### src/rtl/div_simple.sv
// Sequential restoring divider: 2*WIDTH-bit dividend by WIDTH-bit divisor, one quotient
// bit per clock, with the same istart/ovalid/oready handshake as the multiplier.
module div_simple #(
    parameter int unsigned WIDTH = 5
) (
    input  logic               iclk,
    input  logic               irst_n,
    input  logic [2*WIDTH-1:0] ia,
    input  logic [WIDTH-1:0]   ib,
    input  logic               istart,
    output logic [2*WIDTH-1:0] oquot,
    output logic [WIDTH-1:0]   orem,
    output logic               odiv0,
    output logic               ovalid,
    output logic               oready
);

    localparam int unsigned CntW = $clog2(2 * WIDTH + 1);

    typedef enum logic [1:0] {StIdle, StRun, StDone} state_e;

    state_e             state_q, state_d;
    // Dividend shifts out MSB-first while quotient bits shift in at the LSB.
    logic [2*WIDTH-1:0] dvd_q, dvd_d;
    logic [WIDTH-1:0]   dvs_q, dvs_d;
    logic [WIDTH:0]     rem_q, rem_d;
    logic [CntW-1:0]    cnt_q, cnt_d;
    logic               div0_q, div0_d;
    logic [2*WIDTH-1:0] quot_q, quot_d;
    logic [WIDTH-1:0]   orem_q, orem_d;
    logic               odiv0_q, odiv0_d;
    logic               valid_q, valid_d;

    logic [WIDTH:0]     rem_shift;
    logic [WIDTH:0]     rem_sub;
    logic               rem_ge;

    assign rem_shift = {rem_q[WIDTH-1:0], dvd_q[2*WIDTH-1]};
    assign rem_sub   = rem_shift - {1'b0, dvs_q};
    assign rem_ge    = (rem_shift >= {1'b0, dvs_q});

    always_comb begin
        state_d = state_q;
        dvd_d   = dvd_q;
        dvs_d   = dvs_q;
        rem_d   = rem_q;
        cnt_d   = cnt_q;
        div0_d  = div0_q;
        quot_d  = quot_q;
        orem_d  = orem_q;
        odiv0_d = odiv0_q;
        valid_d = 1'b0;

        unique case (state_q)
            StIdle: begin
                if (istart) begin
                    state_d = StRun;
                    dvs_d   = ib;
                    rem_d   = '0;
                    if (ib != '0) begin
                        dvd_d  = ia;
                        div0_d = 1'b0;
                        cnt_d  = CntW'(2 * WIDTH);
                    end else begin
                        // Zero divisor: preload the result and skip all steps, so the
                        // result appears one edge later through the normal DONE entry.
                        dvd_d  = '1;
                        div0_d = 1'b1;
                        cnt_d  = '0;
                    end
                end
            end
            StRun: begin
                if (cnt_q != '0) begin
                    rem_d = rem_ge ? rem_sub : rem_shift;
                    dvd_d = {dvd_q[2*WIDTH-2:0], rem_ge};
                    cnt_d = cnt_q - 1'b1;
                end else begin
                    state_d = StDone;
                    quot_d  = dvd_q;
                    orem_d  = rem_q[WIDTH-1:0];
                    odiv0_d = div0_q;
                    valid_d = 1'b1;
                end
            end
            StDone: begin
                state_d = StIdle;
            end
            default: begin
                state_d = StIdle;
            end
        endcase
    end

    always_ff @(posedge iclk or negedge irst_n) begin
        if (!irst_n) begin
            state_q <= StIdle;
            dvd_q   <= '0;
            dvs_q   <= '0;
            rem_q   <= '0;
            cnt_q   <= '0;
            div0_q  <= 1'b0;
            quot_q  <= '0;
            orem_q  <= '0;
            odiv0_q <= 1'b0;
            valid_q <= 1'b0;
        end else begin
            state_q <= state_d;
            dvd_q   <= dvd_d;
            dvs_q   <= dvs_d;
            rem_q   <= rem_d;
            cnt_q   <= cnt_d;
            div0_q  <= div0_d;
            quot_q  <= quot_d;
            orem_q  <= orem_d;
            odiv0_q <= odiv0_d;
            valid_q <= valid_d;
        end
    end

    assign oquot  = quot_q;
    assign orem   = orem_q;
    assign odiv0  = odiv0_q;
    assign ovalid = valid_q;
    assign oready = (state_q == StIdle);

endmodule
### config.mk
export PLATFORM = sky130hd
export DESIGN_NAME = div_simple
export DESIGN_NICKNAME = d
export VERILOG_FILES = /design/src/rtl/div_simple.sv
export SDC_FILE = /design/constraint.sdc
export NUM_CORES = 1
export LEC_CHECK = 0
export BUFFER_PORTS_ARGS = -buffer_cell sky130_fd_sc_hd__buf_2
export CORE_MARGIN = 2
export CORE_UTILIZATION = 40
export DETAILED_ROUTE_END_ITERATION = 6
export PLACE_DENSITY = 0.62
export SYNTH_ARGS = -nofsm -noshare
export SYNTH_HDL_FRONTEND = slang
export SYNTH_SLANG_ARGS = --single-unit
### constraint.sdc
create_clock -name iclk -period 3 [get_ports iclk]
set_input_delay 0.15 -clock iclk [delete_from_list [all_inputs] [get_ports iclk]]
set_output_delay 0.15 -clock iclk [all_outputs]
set_load 0.01 [all_outputs]
==> metrics.yaml <==
outcome: "complete, no violations"
die_h_um: 77.1
worst_slew_pin_slew_ns: 0.975
startpoint: "dvd_q[9]"
p_leak_uw: 0.00123
post_cts_buffers: 0
ios: 36
die_x_um: 77.1
p_sw_uw: 1250
cts_tree: "yes"
fmax_mhz: 469
coreArea_um2: 5140
synthCells: 228
max-cap-violations: 0
reg2reg_depth: 7
synth_warnings: 0
clockBufferDepth: 2
vias: 1661
grt_max_degree: 45
p_int_uw: 1620
async_flop_share: 1.00
wl_per_cell_um: 13.6
wl_um: 4530
drc: 0
critPathCaptureType: "flip-flop"
synth-edff-count: 0
fp-row-count: 26
critPathRequiredTime_ns: 3.17
start_util: 0.416
viasPerCell: 4.99
dr_wl_met3_um: 180
grtUsageTotal: 0.168
clock-sinks: 44
setup_viol: 0
rsz0062_at_grt: "no"
place_inst: 326
max_slew_margin: 0.350
post_cts_resize_count: 0
min_period_over_period: 0.711
clk_pin_slew_ns: 0.08
insertion_delay_ns: 0.30
power_frac_clock: 0.124
io_buffers: 35
r2r_start: "dvd_q[9]"
gp_congestion: 0.894
num_antenna_cells: 0
die-area_um2: 5950
overflow: 0
netlist_area_um2: 2140
ys_seq_elements: 44
htree_levels: 2
fin_crit_ns: 2.13
fin_util: 0.476
final.setup.tns_ns: 0
synth_seq_area_share: 0.515
fin_skew_ns: 0.0110
cp_cell_sequence: "inv_1 -> ha_1 -> fa_1 -> and2b_1 -> o311ai_4 -> and2_1 -> o311ai_0"
hold_violations: 0
swShare: 0.435
critical_path_class: "flip-flop to flip-flop"
nets: 289
syn2layout_area_growth_pct: 14.3
grt_pass1_wl_um: 7890
routed.top_layer: "met4"
critPathCapture: "rem_q[0]"
rr_endpoint: "rem_q[0]"
layout.cells.non_filler: 333
antenna_left: 0
synthFlopType: "dfrtp_1"
cpPeakStageDelay_ns: 0.39
syn_avg_cell_area_um2: 9.38
synth_nets: 254
cts_hold_buf: 0
worst_setup_path_start_kind: "flip-flop"
cts-buffers-inserted: 5
drive_gt1_frac: 0.198
dr.pass1.iters: 4
p_seq_frac: 0.368
wl_met1_um: 2280
cp.arrival_ns: 2.30
power_density_nw_per_um2: 1170
route.met2.wl_um: 2010
critPathMaxFanout: 7
antenna_found_initial: 0
ir_drop_mv: 0.434
reg2reg_slack_ns: 0.87
dp_hpwl_um: 3200
min_path_type: "input port to asynchronous set/reset pin"
first_global_vias: 1617
cts_root_buffer: "clkbuf_8"
critPathSlowestCell: "fa_1"
share_comb_of_total_power: 0.508
slew_viol_final: 0
initialDrtViolationCount: 80
netlist-cell-type-count: 42
routing by layer:
layer  GRT usage  vias to the layer above
li1            -                      846
met1       0.236                      775
met2       0.255                       35
met3      0.0435                        5
met4      0.0536                        0
met5           0                        -
stage by stage:
step | area (µm²) | hold WS [ns] | setup slack [ns] | power, µW
floorplan | 2140 | -0.146 | 1.09 | 2170
global placement | 2370 | 0.369 | 1.02 | 2500
detailed placement | 2370 | 0.373 | 0.876 | 2540
CTS | 2450 | 0.0495 | 0.894 | 2900
global route | 2450 | 0.0736 | 0.778 | 3140
finish | 2450 | 0.00236 | 0.867 | 2870
area by class of cell:
class | instances | area [µm²]
clock buffer | 6 | 72.6
timing repair buffer | 38 | 198
inverter | 12 | 45.0
sequential | 44 | 1100
tap | 70 | 87.6
multi-input combinational | 162 | 937
clock inverter | 1 | 5.00
fill | 525 | 2690
cells in the mapped netlist, types with 3 or more instances:
library cell | n | share of area
dfrtp_1 | 44 | 0.51
nor2_1 | 18 | 0.032
ha_1 | 7 | 0.041
o2bb2ai_1 | 8 | 0.033
a21oi_1 | 3 | 0.0070
xor2_1 | 3 | 0.012
buf_2 | 3 | 0.0070
o21ai_0 | 19 | 0.044
clkbuf_1 | 5 | 0.0088
nand2_1 | 66 | 0.12
inv_1 | 12 | 0.021
nand4_1 | 3 | 0.0088
critical path, delay by kind of cell (launching register included):
family	cells	cell delay (ns)
adder cells (fa/ha/maj)	2	0.61
AND/OR/NAND/NOR	2	0.50
buffers and inverters	1	0.07
flip-flops	1	0.35
AO/OA/AOI/OAI	2	0.47
power groups by stage:
stage | clock network [µW] | registers, µW | logic [µW]
global route | 388 | 1090 | 1660
detailed placement | 0 | 1070 | 1470
finish | 355 | 1060 | 1460
global placement | 0 | 1070 | 1440
CTS | 366 | 1060 | 1470
floorplan | 0 | 1070 | 1100
layout by cell type (no fill, tap or decap), types with 5 or more instances in the layout:
cell	count
o2bb2ai_1	8
o21ai_0	19
nand2_1	66
ha_1	7
dfrtp_1	44
inv_1	12
buf_2	35
nor2_1	18
clkbuf_8	5
flip-flops by register name (all words and copies together) (netlist names):
register	count
rem_q	5
odiv0	1
oquot	10
cnt_q	4
dvs_q	5
div0_q	1
orem	5
dvd_q	10
ovalid	1
state_q	2
cells by family (layout without fill, tap and decap cells):
family / after synthesis / in the layout / share of synthesized area
and+or+nand+nor: 101 / 101 / 0.202
AOI/OAI and AO/OA: 49 / 49 / 0.169
DFF: 44 / 44 / 0.515
xor gates and xnor gates: 4 / 4 / 0.0164
adders and majority gates: 8 / 8 / 0.0503
buffers and inverters: 22 / 57 / 0.0474
worst min-delay path by stage:
stage / end / slack [ns] / depth (start not counted)
2_1_floorplan: cnt_q[0] / -0.15 / 0
3_3_place_gp: dvs_q[4] / 0.37 / 1
3_5_place_dp: dvs_q[4] / 0.37 / 1
4_1_cts: dvs_q[4] / 0.05 / 1
5_1_grt: dvs_q[2] / 0.07 / 3
6_report: dvs_q[1] / 0.002 / 1
No activity file was read; power rests on OpenSTA's default activity.
